<file path="src/rtl/tx_frame_pkg.sv">
// Shared types, frame constants and parity helper for the transmit framing controller.
package tx_frame_pkg;

   // Controller states; encoding is binary.
   typedef enum logic [1:0] {
      FLUSH = 2'd0,
      IDLE  = 2'd1,
      LOAD  = 2'd2,
      SEND  = 2'd3
   } state_e;

   localparam logic START_BIT = 1'b0;
   localparam logic STOP_BIT  = 1'b1;

   // Widest payload the parity helper accepts; narrower words are zero-extended,
   // which leaves the XOR reduction unchanged.
   localparam int MAX_DATA_BITS = 64;

   // Even parity is the XOR of all data bits; odd parity is its inverse.
   function automatic logic calc_parity(input logic [MAX_DATA_BITS-1:0] data,
                                        input logic                     odd);
      return (^data) ^ odd;
   endfunction

endpackage

</file>
<file path="src/rtl/tx_frame_ctrl_baud_timer.sv">
// Bit-period timer: counts 0..TC_VALUE while enabled, wraps at terminal count.
import tx_frame_pkg::*;

module baud_timer #(
   parameter int TC_VALUE = 9,
   parameter int CNT_W    = 4
) (
   input  logic clk,
   input  logic rst,
   input  logic en_i,
   input  logic clr_i,
   output logic tc_o
);

   logic [CNT_W-1:0] cnt_q;
   logic [CNT_W-1:0] cnt_d;
   logic             at_tc;

   assign at_tc = (cnt_q == CNT_W'(TC_VALUE));
   assign tc_o  = en_i && at_tc;

   // Next count: clear has priority, then wrap on terminal count, else increment.
   always_comb begin
      cnt_d = cnt_q;
      if (clr_i) begin
         cnt_d = '0;
      end else if (en_i) begin
         if (at_tc) begin
            cnt_d = '0;
         end else begin
            cnt_d = cnt_q + 1'b1;
         end
      end
   end

   // Count register with synchronous reset.
   always_ff @(posedge clk) begin
      if (rst) begin
         cnt_q <= '0;
      end else begin
         cnt_q <= cnt_d;
      end
   end

endmodule

</file>
<file path="src/rtl/tx_frame_ctrl.sv">
// Transmit framing controller driving an LSB-first, idle-high-fill parallel-to-serial
// shift register: builds start/data/parity/stop frames and paces the shift strobes.
//
//   state | meaning
//   ------+---------------------------------------------------------------
//   FLUSH | load all ones into the shift register so the line rests high
//   IDLE  | tx_ready high, waiting for a word
//   LOAD  | present frame image and pulse pts_load
//   SEND  | pulse pts_shift once per bit period until the frame is out
import tx_frame_pkg::*;

module tx_frame_ctrl #(
   parameter  int DATA_BITS    = 8,
   parameter  int CLKS_PER_BIT = 10,
   parameter  int PARITY_EN    = 1,
   parameter  int PARITY_ODD   = 0,
   localparam int FRAME_BITS   = DATA_BITS + 2 + PARITY_EN
) (
   input  logic                  clk,
   input  logic                  rst,
   input  logic [DATA_BITS-1:0]  tx_data,
   input  logic                  tx_valid,
   output logic                  tx_ready,
   output logic [FRAME_BITS-1:0] pts_data,
   output logic                  pts_load,
   output logic                  pts_shift,
   output logic                  tx_busy,
   output logic                  frame_done
);

   localparam int TMR_W  = (CLKS_PER_BIT > 1) ? $clog2(CLKS_PER_BIT) : 1;
   localparam int BCNT_W = (FRAME_BITS > 1) ? $clog2(FRAME_BITS) : 1;
   localparam logic [BCNT_W-1:0] LAST_BIT = BCNT_W'(FRAME_BITS - 1);

   state_e                state_q, state_d;
   logic [DATA_BITS-1:0]  data_q, data_d;
   logic [BCNT_W-1:0]     bcnt_q, bcnt_d;
   logic [FRAME_BITS-1:0] frame_img;
   logic                  parity_bit;
   logic                  bit_tc;
   logic                  tmr_en;
   logic                  tmr_clr;

   assign tmr_en  = (state_q == SEND);
   assign tmr_clr = (state_q == LOAD);

   baud_timer #(
      .TC_VALUE (CLKS_PER_BIT - 1),
      .CNT_W    (TMR_W)
   ) u_baud_timer (
      .clk   (clk),
      .rst   (rst),
      .en_i  (tmr_en),
      .clr_i (tmr_clr),
      .tc_o  (bit_tc)
   );

   assign parity_bit = calc_parity(MAX_DATA_BITS'(data_q), (PARITY_ODD != 0));

   // Frame image: start bit at LSB, data LSB-first, optional parity, stop bit at MSB.
   always_comb begin
      frame_img                = '1;
      frame_img[0]             = START_BIT;
      frame_img[DATA_BITS:1]   = data_q;
      if (PARITY_EN != 0) begin
         frame_img[DATA_BITS+1] = parity_bit;
      end
      frame_img[FRAME_BITS-1]  = STOP_BIT;
   end

   // Next-state, datapath updates and strobes.
   always_comb begin
      state_d    = state_q;
      data_d     = data_q;
      bcnt_d     = bcnt_q;
      tx_ready   = 1'b0;
      pts_load   = 1'b0;
      pts_shift  = 1'b0;
      tx_busy    = 1'b0;
      frame_done = 1'b0;
      pts_data   = frame_img;

      case (state_q)
         FLUSH: begin
            pts_load = 1'b1;
            pts_data = '1;
            state_d  = IDLE;
         end
         IDLE: begin
            tx_ready = 1'b1;
            if (tx_valid) begin
               data_d  = tx_data;
               state_d = LOAD;
            end
         end
         LOAD: begin
            pts_load = 1'b1;
            tx_busy  = 1'b1;
            bcnt_d   = '0;
            state_d  = SEND;
         end
         SEND: begin
            tx_busy = 1'b1;
            if (bit_tc) begin
               pts_shift = 1'b1;
               if (bcnt_q == LAST_BIT) begin
                  frame_done = 1'b1;
                  state_d    = IDLE;
               end else begin
                  bcnt_d = bcnt_q + 1'b1;
               end
            end
         end
         default: begin
            state_d = FLUSH;
         end
      endcase
   end

   // State and datapath registers; reset abandons any frame and restarts with a flush.
   always_ff @(posedge clk) begin
      if (rst) begin
         state_q <= FLUSH;
         data_q  <= '0;
         bcnt_q  <= '0;
      end else begin
         state_q <= state_d;
         data_q  <= data_d;
         bcnt_q  <= bcnt_d;
      end
   end

endmodule

</file>
<file path="config.mk">
export PLATFORM = sky130hd
export DESIGN_NAME = tx_frame_ctrl
export DESIGN_NICKNAME = d
export VERILOG_FILES = /design/src/rtl/tx_frame_pkg.sv /design/src/rtl/tx_frame_ctrl_baud_timer.sv /design/src/rtl/tx_frame_ctrl.sv
export SDC_FILE = /design/constraint.sdc
export NUM_CORES = 1
export LEC_CHECK = 0
export ABC_AREA = 0
export ABC_CLOCK_PERIOD_IN_PS = 2880
export CAP_MARGIN = 15
export CORE_ASPECT_RATIO = 0.8
export CORE_MARGIN = 2
export CORE_UTILIZATION = 25
export CTS_BUF_LIST = sky130_fd_sc_hd__clkbuf_2
export DETAILED_ROUTE_END_ITERATION = 12
export MAX_ROUTING_LAYER = met4
export PLACE_DENSITY_LB_ADDON = 0.15
export SLEW_MARGIN = 20
export SYNTH_ARGS = -nofsm -noshare
export SYNTH_HDL_FRONTEND = slang
export SYNTH_HIERARCHICAL = 1
export SYNTH_SLANG_ARGS = --single-unit
</file>
<file path="constraint.sdc">
create_clock -name clk -period 2.88 [get_ports clk]
set_input_delay 0.288 -clock clk [delete_from_list [all_inputs] [get_ports clk]]
set_output_delay 0.288 -clock clk [all_outputs]
set_load 0.01 [all_outputs]
</file>
# After elaboration in Yosys (flattened, before gate mapping)
# Cells that the tools add are included.
# op_classes
n_eq_ne	9
n_reduce_logical	10
n_addsub	2
muxes	17
# op_table
cell	n
$reduce_xor A64 Y1	1
$mux W4	3
$mux W10	1
$add A4 B1 Y4 const B	2
$eq A4 B4 Y1 const B	2
$mux W1	8
$ne A2 B2 Y1 const B	4
$pmux W2 S4	1
$pmux W4 S2	1
$mux W2	3
$reduce_and A3 Y1	2
$reduce_or A2 Y1	3
$eq A2 B2 Y1 const B	2
$eq A2 B1 Y1 const B	1
$logic_not A2 Y1	1
$reduce_and A2 Y1	1
$reduce_bool A2 Y1	1
$logic_and A1 B1 Y1	1
# word_totals
ff_bits	18
out_inout_bits	16
wordCells	42

# Longest topological paths before layout
# Gate-level depths: netlist of the first run.
# logic_depth
ltp_word	4
depth_mapped	7

# Modules after synthesis
# Netlist of the first run, hierarchy kept.
# modules_own_cells
module	area_per_inst_um2	n_inst	cells_per_inst	seq_area_each_um2
tx_frame_ctrl	835.8	1	101	280.3
baud_timer	190.2	1	20	80.1

# Worst setup path before layout of the first run
# OpenSTA, ideal clock, no wires.
# synth_path
path_kind	flip-flop to flip-flop
from	reg state_q[0]
to	reg bcnt_q[2]
n_path_buf	0
stages_incl_launch_ff	8
t_required_ns	2.809
arrival_time_ns	1.998
path_slack_ns	0.812
cell_sequence	dfxtp_1 > ha_1 > nand2_2 > nor3b_1 > nand2_1 > a2bb2oi_2 > or4b_1 > a21oi_1
# synth_between
elab_chain_cells	4
elab_cells_between_ends	8
classes_between	4 x eq/ne; 1 x mux; 3 x reduce/logical
# synth_lines
element	line_no	rtl
start, declared	tx_frame_ctrl.sv:35	state_e state_q, state_d;
start signal, assigned	tx_frame_ctrl.sv:127	state_q <= state_d;
$eq A2 B2 Y1	tx_frame_ctrl.sv:44	assign tmr_en = (state_q == SEND);
named net tmr_en	tx_frame_ctrl.sv:41	logic tmr_en;
$logic_and A1 B1 Y1	tx_frame_ctrl_baud_timer.sv:20	assign tc_o = en_i && at_tc;
named net bit_tc	tx_frame_ctrl.sv:40	logic bit_tc;
$ne A2 B2 Y1 (no line)	n/a	
$reduce_and A3 Y1 (no line)	n/a	
end signal, assigned	tx_frame_ctrl.sv:129	bcnt_q <= bcnt_d;
end, declared	tx_frame_ctrl.sv:37	logic [BCNT_W-1:0] bcnt_q, bcnt_d;
# The timed path passes the listed nets, and every way through them passes these cells.
# A chain may end at the register's enable or synchronous reset.

# Worst setup path in the final report of the first run
# layout_path
from	reg state_q[0]
to	out pts_shift
# layout_between
elab_chain_cells	4
# layout_lines
element	line_no	rtl
$eq A2 B2 Y1	tx_frame_ctrl.sv:44	
named net tmr_en	tx_frame_ctrl.sv:41	
$logic_and A1 B1 Y1	tx_frame_ctrl_baud_timer.sv:20	
named net bit_tc	tx_frame_ctrl.sv:40	
$mux W1	tx_frame_ctrl.sv:104	if (bit_tc) begin
$mux W1	tx_frame_ctrl.sv:83	case (state_q)
end, declared	tx_frame_ctrl.sv:26	output logic pts_shift,
# The timed path passes the listed nets, and every way through them passes these cells.

==> results.py, run 1 <==
metrics = {
    "run_status": {
        "outcome": "finished clean",
    },
    "timing": {
        "rsz0062_at_grt": "no",
        "finalSetupViolCount": 0,
        "hold_ws_ps": 496,
        "min_period_ps": 2560,
        "tns_ps": 0,
        "fmax_mhz": 391,
        "fin_skew_ps": 0.777,
        "worst_slew_pin_slew_ps": 580,
        "setup_slack_ps": 324,
        "slew_headroom_pct": 61.2,
        "finalMaxSlewViolations": 0,
        "period_share_pct": 88.8,
        "hold_viol": 0,
    },
    "final_layout": {
        "finalNetCount": 167,
        "fin_util_pct": 34.9,
        "nFillCells": 418,
        "area_growth_pct": 32.1,
        "antenna_cells": 0,
        "stdcell_area_sq_um": 1360,
        "drive_gt1_share_pct": 15.0,
        "stdcell_count": 202,
    },
    "synth": {
        "syn_nets": 140,
        "synth.top_cell.area_share_pct": 35.1,
        "yosysTopAreaCell": "dfxtp_1",
        "ys_seq_area_share_pct": 35.1,
        "avgSynthCellArea_sq_um": 8.48,
        "synth.area.top_cells": "dfxtp_1 (35%), ha_1 (9.8%), xnor2_1 (6.8%), or2_2 (6.1%), a21oi_1 (5.4%)",
        "post_synth_num_cell_types": 32,
        "syn_area_sq_um": 1030,
        "ys_warn_count": 6,
        "syn-instance-count": 121,
        "ys_seq_elements": 18,
    },
    "detailed_routing": {
        "drt_iter0_markers": 25,
        "routed_wl_microns": 2300,
        "drc": 0,
        "ant_nets": 0,
        "vias_per_cell": 4.32,
        "first_pass_iters": 4,
        "post_drt_wl_per_cell_microns": 11.4,
        "vias": 873,
    },
    "setup_path": {
        "r2r_end": "bcnt_q[2]",
        "crit-reg2reg-launch": "state_q[0]",
        "reg2reg_slack_ps": 600,
        "critical_path_class": "reg2out",
        "cp_max_fo": 9,
        "ff2ff_path_depth": 7,
        "end_kind": "output pin",
        "worst_ep_arrival_time_ps": 2270,
        "cp-start-kind": "flip-flop",
        "crit_required_ps": 2590,
    },
    "power_and_ir_drop": {
        "p_clk_share_pct": 9.8,
        "netSwitchingFraction_pct": 37.0,
        "power_mw": 1.10,
        "pwr-share-comb_pct": 61.3,
        "p_leak_nw": 0.499,
        "power.switching_uw": 407,
        "seq_power_share_pct": 28.9,
        "intPower_uw": 692,
        "ir_worst_vdd_uv": 288,
        "p_per_area_nw_per_um2": 811,
    },
    "placed_design": {
        "gp_congestion": 0.698,
        "place_hpwl_microns": 1800,
        "port_buffers": 25,
        "postPlaceCellArea_sq_um": 1330,
        "dp_cells": 198,
        "dpl_worst_slack_ps": 548,
    },
    "cts": {
        "cts-htree-levels": 1,
        "cts_buffer_depth": 2,
        "path_clk_slew_ps": 170,
        "cts_made_buffers": 3,
        "clk_latency_ps": 300,
        "ctsResizeCount": 0,
        "hold_buffers": 0,
        "clockRootBuffer": "clkbuf_2",
        "cts_setup_buffers": 0,
        "cts_tree": "done",
        "clock-sinks": 18,
    },
    "grt": {
        "grt_usage_pct": 11.3,
        "grt_pass1_wl_microns": 3680,
        "overflow": 0,
        "grt_pass1_vias": 801,
        "grt_max_degree": 15,
        "antenna_found_initial": 0,
    },
    "hold_path": {
        "hp-start": "data_q[4]",
        "holdPathEnd": "data_q[4]",
        "hold_depth": 2,
        "hp-class": "reg2reg",
    },
    "flow_run": {
        "cap_violations": 0,
    },
    "die": {
        "core-area_sq_um": 3880,
        "dieArea_sq_um": 4640,
        "die_width_microns": 75.6,
        "initial_core_util_pct": 26.5,
        "ios": 27,
        "die_y_microns": 61.3,
        "rows": 20,
    },
}
[power groups by stage]
stage          sequential, mW  clock (mW)  combinational (mW)
2_1_floorplan           0.315           0               0.372
3_5_place_dp            0.324           0               0.683
3_3_place_gp            0.320           0               0.682
6_report                0.317       0.108               0.673
5_1_grt                 0.325       0.129               0.738
4_1_cts                 0.318       0.118               0.686
[registers in the layout (all words and copies together) (netlist names)]
signal,count
bcnt_q,4
data_q,8
u_baud_timer/cnt_q,4
state_q,2
[cell usage in the layout, fill, tap and decap left out]
cell type         n
or4b_1            1
nor3b_1           1
ha_2              1
ha_1              7
o21ai_0           3
nand2_2           1
mux2i_1           1
clkdlybuf4s50_1  25
a211oi_2          1
or2_2            10
dfxtp_1          18
and3_2            1
a211oi_1          2
clkbuf_2          3
and3b_2           1
buf_4             1
and4b_2           1
conb_1            1
nor2b_1           2
o31ai_1           1
nand2b_1          3
xnor2_1           8
a21oi_1          11
clkinv_1          1
xor2_1            1
o32ai_1           1
nor3_1            3
inv_1             7
or3_1             2
nand3_1          10
nor2_1            4
nand2_1          11
nand3b_1          1
o221a_2           1
a2bb2oi_2         1
[metal layers]
| metal | wire, microns | part of all wire (%) | track usage, % | vias up |
|---|---|---|---|---|
| met2 | 1100 | 48 | 17.5 | 15 |
| met5 | 0 | 0 | - | - |
| met1 | 1130 | 49 | 13.9 | 396 |
| met3 | 58 | 2.5 | 3.44 | 2 |
| li1 | - | - | - | 460 |
| met4 | 22 | 0.95 | 4.51 | 0 |
[logic make-up (layout without fill, tap and decap cells)]
kind of cell | after synthesis | after routing | synth area share (%)
AOI/OAI and AO/OA | 21 | 21 | 13.7
xor gates and xnor gates | 9 | 9 | 7.68
other | 1 | 1 | 0.366
adders and majority gates | 8 | 8 | 9.76
and+or+nand+nor | 52 | 52 | 28.0
DFF | 18 | 18 | 35.1
buffers and inverters | 11 | 37 | 4.39
muxes | 1 | 1 | 0.976
[worst max-delay path: stages (launching register included)]
cell	delay, ps
dfxtp_1	470
ha_2	320
nand2_2	100
nor3b_1	300
nand2_1	160
inv_1	80
clkdlybuf4s50_1	530
[cell type report]
class	instances	area (sq um)	share of cell area, %
Tap cell	55	68.8	5.08
Inverter	7	26.3	1.94
Clock buffer	3	15.0	1.11
Sequential cell	18	360	26.6
Clock inverter	1	3.75	0.277
Multi-Input combinational cell	92	623	46.0
Timing Repair Buffer	26	258	19.0
[worst max path at each step]
stage               startpoint        end  depth (start not counted)
global route        state_q[0]  pts_shift                          6
detailed placement  state_q[0]  bcnt_q[2]                          7
CTS                 state_q[0]  pts_shift                          6
floorplan           state_q[0]  bcnt_q[2]                          7
global placement    state_q[0]  bcnt_q[2]                          7
finish              state_q[0]  pts_shift                          6
[synth_stat cells]
cell type / n
o221a_2: 1
or4b_1: 1
and3_2: 1
nand3_1: 10
or3_1: 2
a2bb2oi_2: 1
nor2_1: 4
conb_1: 1
xor2_1: 1
a21oi_1: 11
nand2_2: 1
or2_2: 10
nand2b_1: 3
clkbuf_1: 3
and4b_2: 1
buf_4: 1
xnor2_1: 8
nor2b_1: 2
dfxtp_1: 18
mux2i_1: 1
inv_1: 7
a211oi_1: 2
ha_1: 8
o21ai_0: 3
a211oi_2: 1
o32ai_1: 1
nor3b_1: 1
o31ai_1: 1
nand2_1: 11
and3b_2: 1
nor3_1: 3
nand3b_1: 1
No activity file was read; power rests on OpenSTA's default activity.
==> inputs of run 2 (changes only) <==
--- a/config.mk
+++ b/config.mk
@@ -6,7 +6,7 @@
 export NUM_CORES = 1
 export LEC_CHECK = 0
 export ABC_AREA = 0
-export ABC_CLOCK_PERIOD_IN_PS = 2880
+export ABC_CLOCK_PERIOD_IN_PS = 2800
 export CAP_MARGIN = 15
 export CORE_ASPECT_RATIO = 0.8
 export CORE_MARGIN = 2
@@ -14,8 +14,8 @@
 export CTS_BUF_LIST = sky130_fd_sc_hd__clkbuf_2
 export DETAILED_ROUTE_END_ITERATION = 12
 export MAX_ROUTING_LAYER = met4
-export PLACE_DENSITY_LB_ADDON = 0.15
-export SLEW_MARGIN = 20
+export PLACE_DENSITY = 0.56
+export SLEW_MARGIN = 15
 export SYNTH_ARGS = -nofsm -noshare
 export SYNTH_HDL_FRONTEND = slang
 export SYNTH_HIERARCHICAL = 1
==> constraint.sdc (replaced) <==
create_clock -name clk -period 2.8 [get_ports clk]
set_input_delay 0.28 -clock clk [delete_from_list [all_inputs] [get_ports clk]]
set_output_delay 0.28 -clock clk [all_outputs]
set_load 0.01 [all_outputs]
==> results.py, run 2 (same netlist as run 1, synthesis figures left out) <==
metrics = {
    "grt": {
        "antenna_found_initial": 0,
        "grt_max_degree": 21,
        "grt_pass1_vias": 897,
        "grt_usage_pct": 11.4,
        "overflow": 0,
        "grt_pass1_wl_microns": 3910,
    },
    "final_layout": {
        "layout_common_cells": "clkdlybuf4s50_1 (25), dfxtp_1 (18), nand2_1 (11), a21oi_1 (11)",
        "stdcell_count": 201,
        "finalNetCount": 166,
        "reg_top3": "data_q (8), bcnt_q (4), u_baud_timer/cnt_q (4)",
        "largest_reg_flops": 8,
        "mostFrequentLayoutCell": "clkdlybuf4s50_1",
        "area_growth_pct": 31.3,
        "drive_gt1_share_pct": 14.4,
        "fin_util_pct": 34.7,
        "antenna_cells": 0,
        "top_register": "data_q",
    },
    "timing": {
        "slew_headroom_pct": 53.0,
        "worst_slew_pin_slew_ps": 704,
        "period_share_pct": 91.0,
        "fmax_mhz": 393,
        "finalSetupViolCount": 0,
        "hold_viol": 0,
        "min_period_ps": 2550,
        "rsz0062_at_grt": "no",
        "tns_ps": 0,
        "hold_ws_ps": 492,
        "fin_skew_ps": 8.45,
        "finalMaxSlewViolations": 0,
    },
    "die": {
        "dieArea_sq_um": 4640,
        "initial_core_util_pct": 26.5,
        "ios": 27,
        "die_width_microns": 75.6,
        "rows": 20,
        "die_y_microns": 61.3,
        "core-area_sq_um": 3880,
    },
    "detailed_routing": {
        "post_drt_wl_per_cell_microns": 11.5,
        "ant_nets": 0,
        "drc": 0,
        "vias_per_cell": 4.47,
        "vias": 899,
        "routed_wl_microns": 2320,
        "first_pass_iters": 7,
        "drt_iter0_markers": 57,
    },
    "placed_design": {
        "gp_congestion": 0.743,
        "port_buffers": 25,
        "dp_cells": 197,
        "place_hpwl_microns": 1780,
    },
    "power_and_ir_drop": {
        "power.switching_uw": 431,
        "p_leak_nw": 0.494,
        "ir_worst_vdd_uv": 330,
        "pwr-share-comb_pct": 61.5,
        "p_clk_share_pct": 10.0,
        "p_per_area_nw_per_um2": 848,
        "netSwitchingFraction_pct": 37.7,
        "intPower_uw": 712,
        "seq_power_share_pct": 28.5,
    },
    "setup_path": {
        "end_kind": "output pin",
        "crit_required_ps": 2520,
        "critical_path_class": "reg2out",
        "cp-start-kind": "flip-flop",
        "worst_ep_arrival_time_ps": 2270,
        "cp_max_fo": 9,
    },
    "hold_path": {
        "hp-class": "reg2reg",
    },
    "cts": {
        "clock-sinks": 18,
        "cts_buffer_depth": 2,
        "cts_tree": "done",
        "clk_latency_ps": 300,
        "cts_made_buffers": 3,
        "path_clk_slew_ps": 180,
        "cts-htree-levels": 1,
        "clockRootBuffer": "clkbuf_2",
    },
    "flow_run": {
        "cap_violations": 0,
    },
    "run_status": {
        "outcome": "finished clean",
    },
}
run 2: per-layer routing:
metal | part of all wire (%) | global-route usage [%] | up-vias
li1 | - | - | 457
met1 | 48 | 14.0 | 409
met2 | 45 | 18.5 | 29
met3 | 5.1 | 2.13 | 4
met4 | 1.2 | 4.76 | 0
met5 | 0 | - | -
run 2: worst paths after layout:
check,from,to,slack [ps],depth (start not counted)
max,state_q[0],frame_done,250,5
min,data_q[0],data_q[0],490,2
max reg2reg,state_q[0],bcnt_q[2],500,7
min reg2reg,data_q[0],data_q[0],490,2
run 2: power by group through the flow:
stage / sequential (mW) / combinational [mW] / clock (mW)
2_1_floorplan: 0.324 / 0.382 / 0
3_3_place_gp: 0.327 / 0.696 / 0
3_5_place_dp: 0.332 / 0.710 / 0
4_1_cts: 0.326 / 0.714 / 0.118
5_1_grt: 0.334 / 0.768 / 0.132
6_report: 0.326 / 0.703 / 0.114
run 2: critical path, cell delays in order (launching register included):
cell             delay [ps]
dfxtp_1                 470
ha_2                    320
nand2_2                 100
nor3b_1                 320
and3_2                  240
clkdlybuf4s50_1         520
run 2: area by class of cell:
type,instances,area [sq um]
timing repair buffer,25,250
inverter,7,26.3
fill,416,2530
sequential,18,360
multi-input combinational,92,623
clock buffer,3,15.0
tap,55,68.8
clock inverter,1,3.75
run 2: what timing repair did:
item,CTS,global route
resized for setup,0,1
hold buffers,0,0
setup buffers,0,0
setup endpoints to repair,0,2
run 2: through the flow:
step           power (mW)  worst slack (ps)  area, sq um
6_report             1.14               253         1350
5_1_grt              1.23              18.3         1350
3_5_place_dp         1.04               458         1330
2_1_floorplan       0.706               732         1030
4_1_cts              1.16               152         1350
3_3_place_gp         1.02               553         1330
==> inputs of run 3 (changes only) <==
--- a/config.mk
+++ b/config.mk
@@ -13,7 +13,6 @@
 export CORE_UTILIZATION = 25
 export CTS_BUF_LIST = sky130_fd_sc_hd__clkbuf_2
 export DETAILED_ROUTE_END_ITERATION = 12
-export MAX_ROUTING_LAYER = met4
 export PLACE_DENSITY = 0.56
 export SLEW_MARGIN = 15
 export SYNTH_ARGS = -nofsm -noshare
==> results.py, run 3 (same netlist as run 1, synthesis figures left out) <==
metrics = {
    "setup_path": {
        "end_kind": "output pin",
        "crit_chain": "ha_2 -> nand2_2 -> nor3b_1 -> and3_2 -> clkdlybuf4s50_1",
        "r2r_end": "bcnt_q[2]",
        "cp-start-kind": "flip-flop",
        "critical_path_class": "reg2out",
        "cp_max_fo": 9,
        "crit_required_ps": 2520,
        "ff2ff_path_depth": 7,
        "max_stage_delay_ps": 520,
        "crit_slowest_cell": "clkdlybuf4s50_1",
        "crit-reg2reg-launch": "state_q[0]",
        "reg2reg_slack_ps": 500,
        "worst_ep_arrival_time_ps": 2270,
    },
    "placed_design": {
        "postPlaceCellArea_sq_um": 1330,
        "gp_congestion": 0.734,
        "place_hpwl_microns": 1780,
        "port_buffers": 25,
    },
    "timing": {
        "fin_skew_ps": 8.30,
        "rsz0062_at_grt": "no",
        "hold_viol": 0,
        "finalSetupViolCount": 0,
        "fmax_mhz": 393,
        "period_share_pct": 91.0,
        "slew_headroom_pct": 53.0,
        "worst_slew_pin_slew_ps": 703,
        "tns_ps": 0,
        "finalMaxSlewViolations": 0,
        "min_period_ps": 2550,
    },
    "grt": {
        "antenna_found_initial": 0,
        "grt_max_degree": 21,
        "grt_pass1_wl_microns": 3920,
        "grt_usage_pct": 11.0,
        "overflow": 0,
        "grt_pass1_vias": 897,
    },
    "cts": {
        "ctsResizeCount": 0,
        "cts_setup_buffers": 0,
        "cts_made_buffers": 3,
        "cts-htree-levels": 1,
        "hold_buffers": 0,
        "path_clk_slew_ps": 180,
        "cts_buffer_depth": 2,
        "clock-sinks": 18,
        "clockRootBuffer": "clkbuf_2",
        "clk_latency_ps": 300,
        "cts_tree": "done",
    },
    "hold_path": {
        "holdPathEnd": "data_q[0]",
        "hp-class": "reg2reg",
        "hold_depth": 2,
        "hp-start": "data_q[0]",
    },
    "die": {
        "rows": 20,
        "initial_core_util_pct": 26.5,
        "die_y_microns": 61.3,
        "core-area_sq_um": 3880,
        "dieArea_sq_um": 4640,
        "die_width_microns": 75.6,
        "ios": 27,
    },
    "detailed_routing": {
        "vias": 903,
        "vias_per_cell": 4.49,
        "drt_iter0_markers": 57,
        "ant_nets": 0,
        "routed_wl_microns": 2310,
        "drc": 0,
        "post_drt_wl_per_cell_microns": 11.5,
        "first_pass_iters": 7,
    },
    "final_layout": {
        "reg_top3": "data_q (8), bcnt_q (4), u_baud_timer/cnt_q (4)",
        "layout_common_cells": "clkdlybuf4s50_1 (25), dfxtp_1 (18), nand2_1 (11), a21oi_1 (11)",
        "layout.area.seq_sq_um": 360,
        "finalNetCount": 166,
        "mostFrequentLayoutCell": "clkdlybuf4s50_1",
        "nFillCells": 416,
        "area_growth_pct": 31.3,
        "largest_reg_flops": 8,
        "antenna_cells": 0,
        "drive_gt1_share_pct": 14.4,
        "stdcell_area_sq_um": 1350,
        "multiInputGateArea_sq_um": 623,
        "top_register": "data_q",
    },
    "flow_run": {
        "cap_violations": 0,
    },
    "power_and_ir_drop": {
        "ir_worst_vdd_uv": 330,
        "p_leak_nw": 0.494,
        "p_per_area_nw_per_um2": 848,
    },
    "run_status": {
        "outcome": "finished clean",
    },
}
## run 3: cell counts in the layout (fill, tap and decap cells not counted)
Identical to the previous run, type by type.
## run 3: where the power goes
| group | switching, mW | total [mW] | internal (mW) |
|---|---|---|---|
| logic | 0.311 | 0.703 | 0.392 |
| registers | 0.0367 | 0.326 | 0.289 |
| clock network | 0.0831 | 0.114 | 0.0311 |
## run 3: per-stage QoR
step | utilization, % | cells | worst slack [ps] | hold slack [ps] | power, mW
after floorplan | - | 121 | 732 | 345 | 0.706
after global placement | 34.2 | 197 | 553 | 467 | 1.02
after detailed placement | 34.2 | 197 | 458 | 479 | 1.04
after CTS | 34.7 | 201 | 152 | 500 | 1.16
after global routing | 34.7 | 201 | 18.3 | 492 | 1.23
final | 34.7 | 201 | 253 | 492 | 1.14
## run 3: worst max-delay path by stage
stage	slack, ps	to	depth (start not counted)	startpoint
4_1_cts	150	frame_done	5	state_q[0]
3_3_place_gp	550	bcnt_q[2]	7	state_q[0]
3_5_place_dp	460	bcnt_q[2]	7	state_q[0]
2_1_floorplan	730	bcnt_q[2]	7	state_q[0]
5_1_grt	20	pts_shift	6	state_q[0]
6_report	250	frame_done	5	state_q[0]
## run 3: worst max-delay path, delay by kind of cell (launching register included)
family                   cells  cell delay (ps)
adder cells (fa/ha/maj)      1              320
buffers and inverters        1              520
flip-flops                   1              470
AND/OR/NAND/NOR              3              660
## run 3: layer usage
| metal | track usage (%) | routed length (microns) |
|---|---|---|
| met2 | 18.5 | 1050 |
| met5 | 0 | 0 |
| met1 | 13.9 | 1100 |
| met4 | 4.76 | 27 |
| met3 | 2.29 | 131 |
## run 3: layout make-up
type                            count  share of cell area [%]
Tap cell                           55                    5.11
Timing Repair Buffer               25                    18.6
Multi-Input combinational cell     92                    46.2
Clock buffer                        3                    1.11
Clock inverter                      1                   0.279
Sequential cell                    18                    26.7
Inverter                            7                    1.95
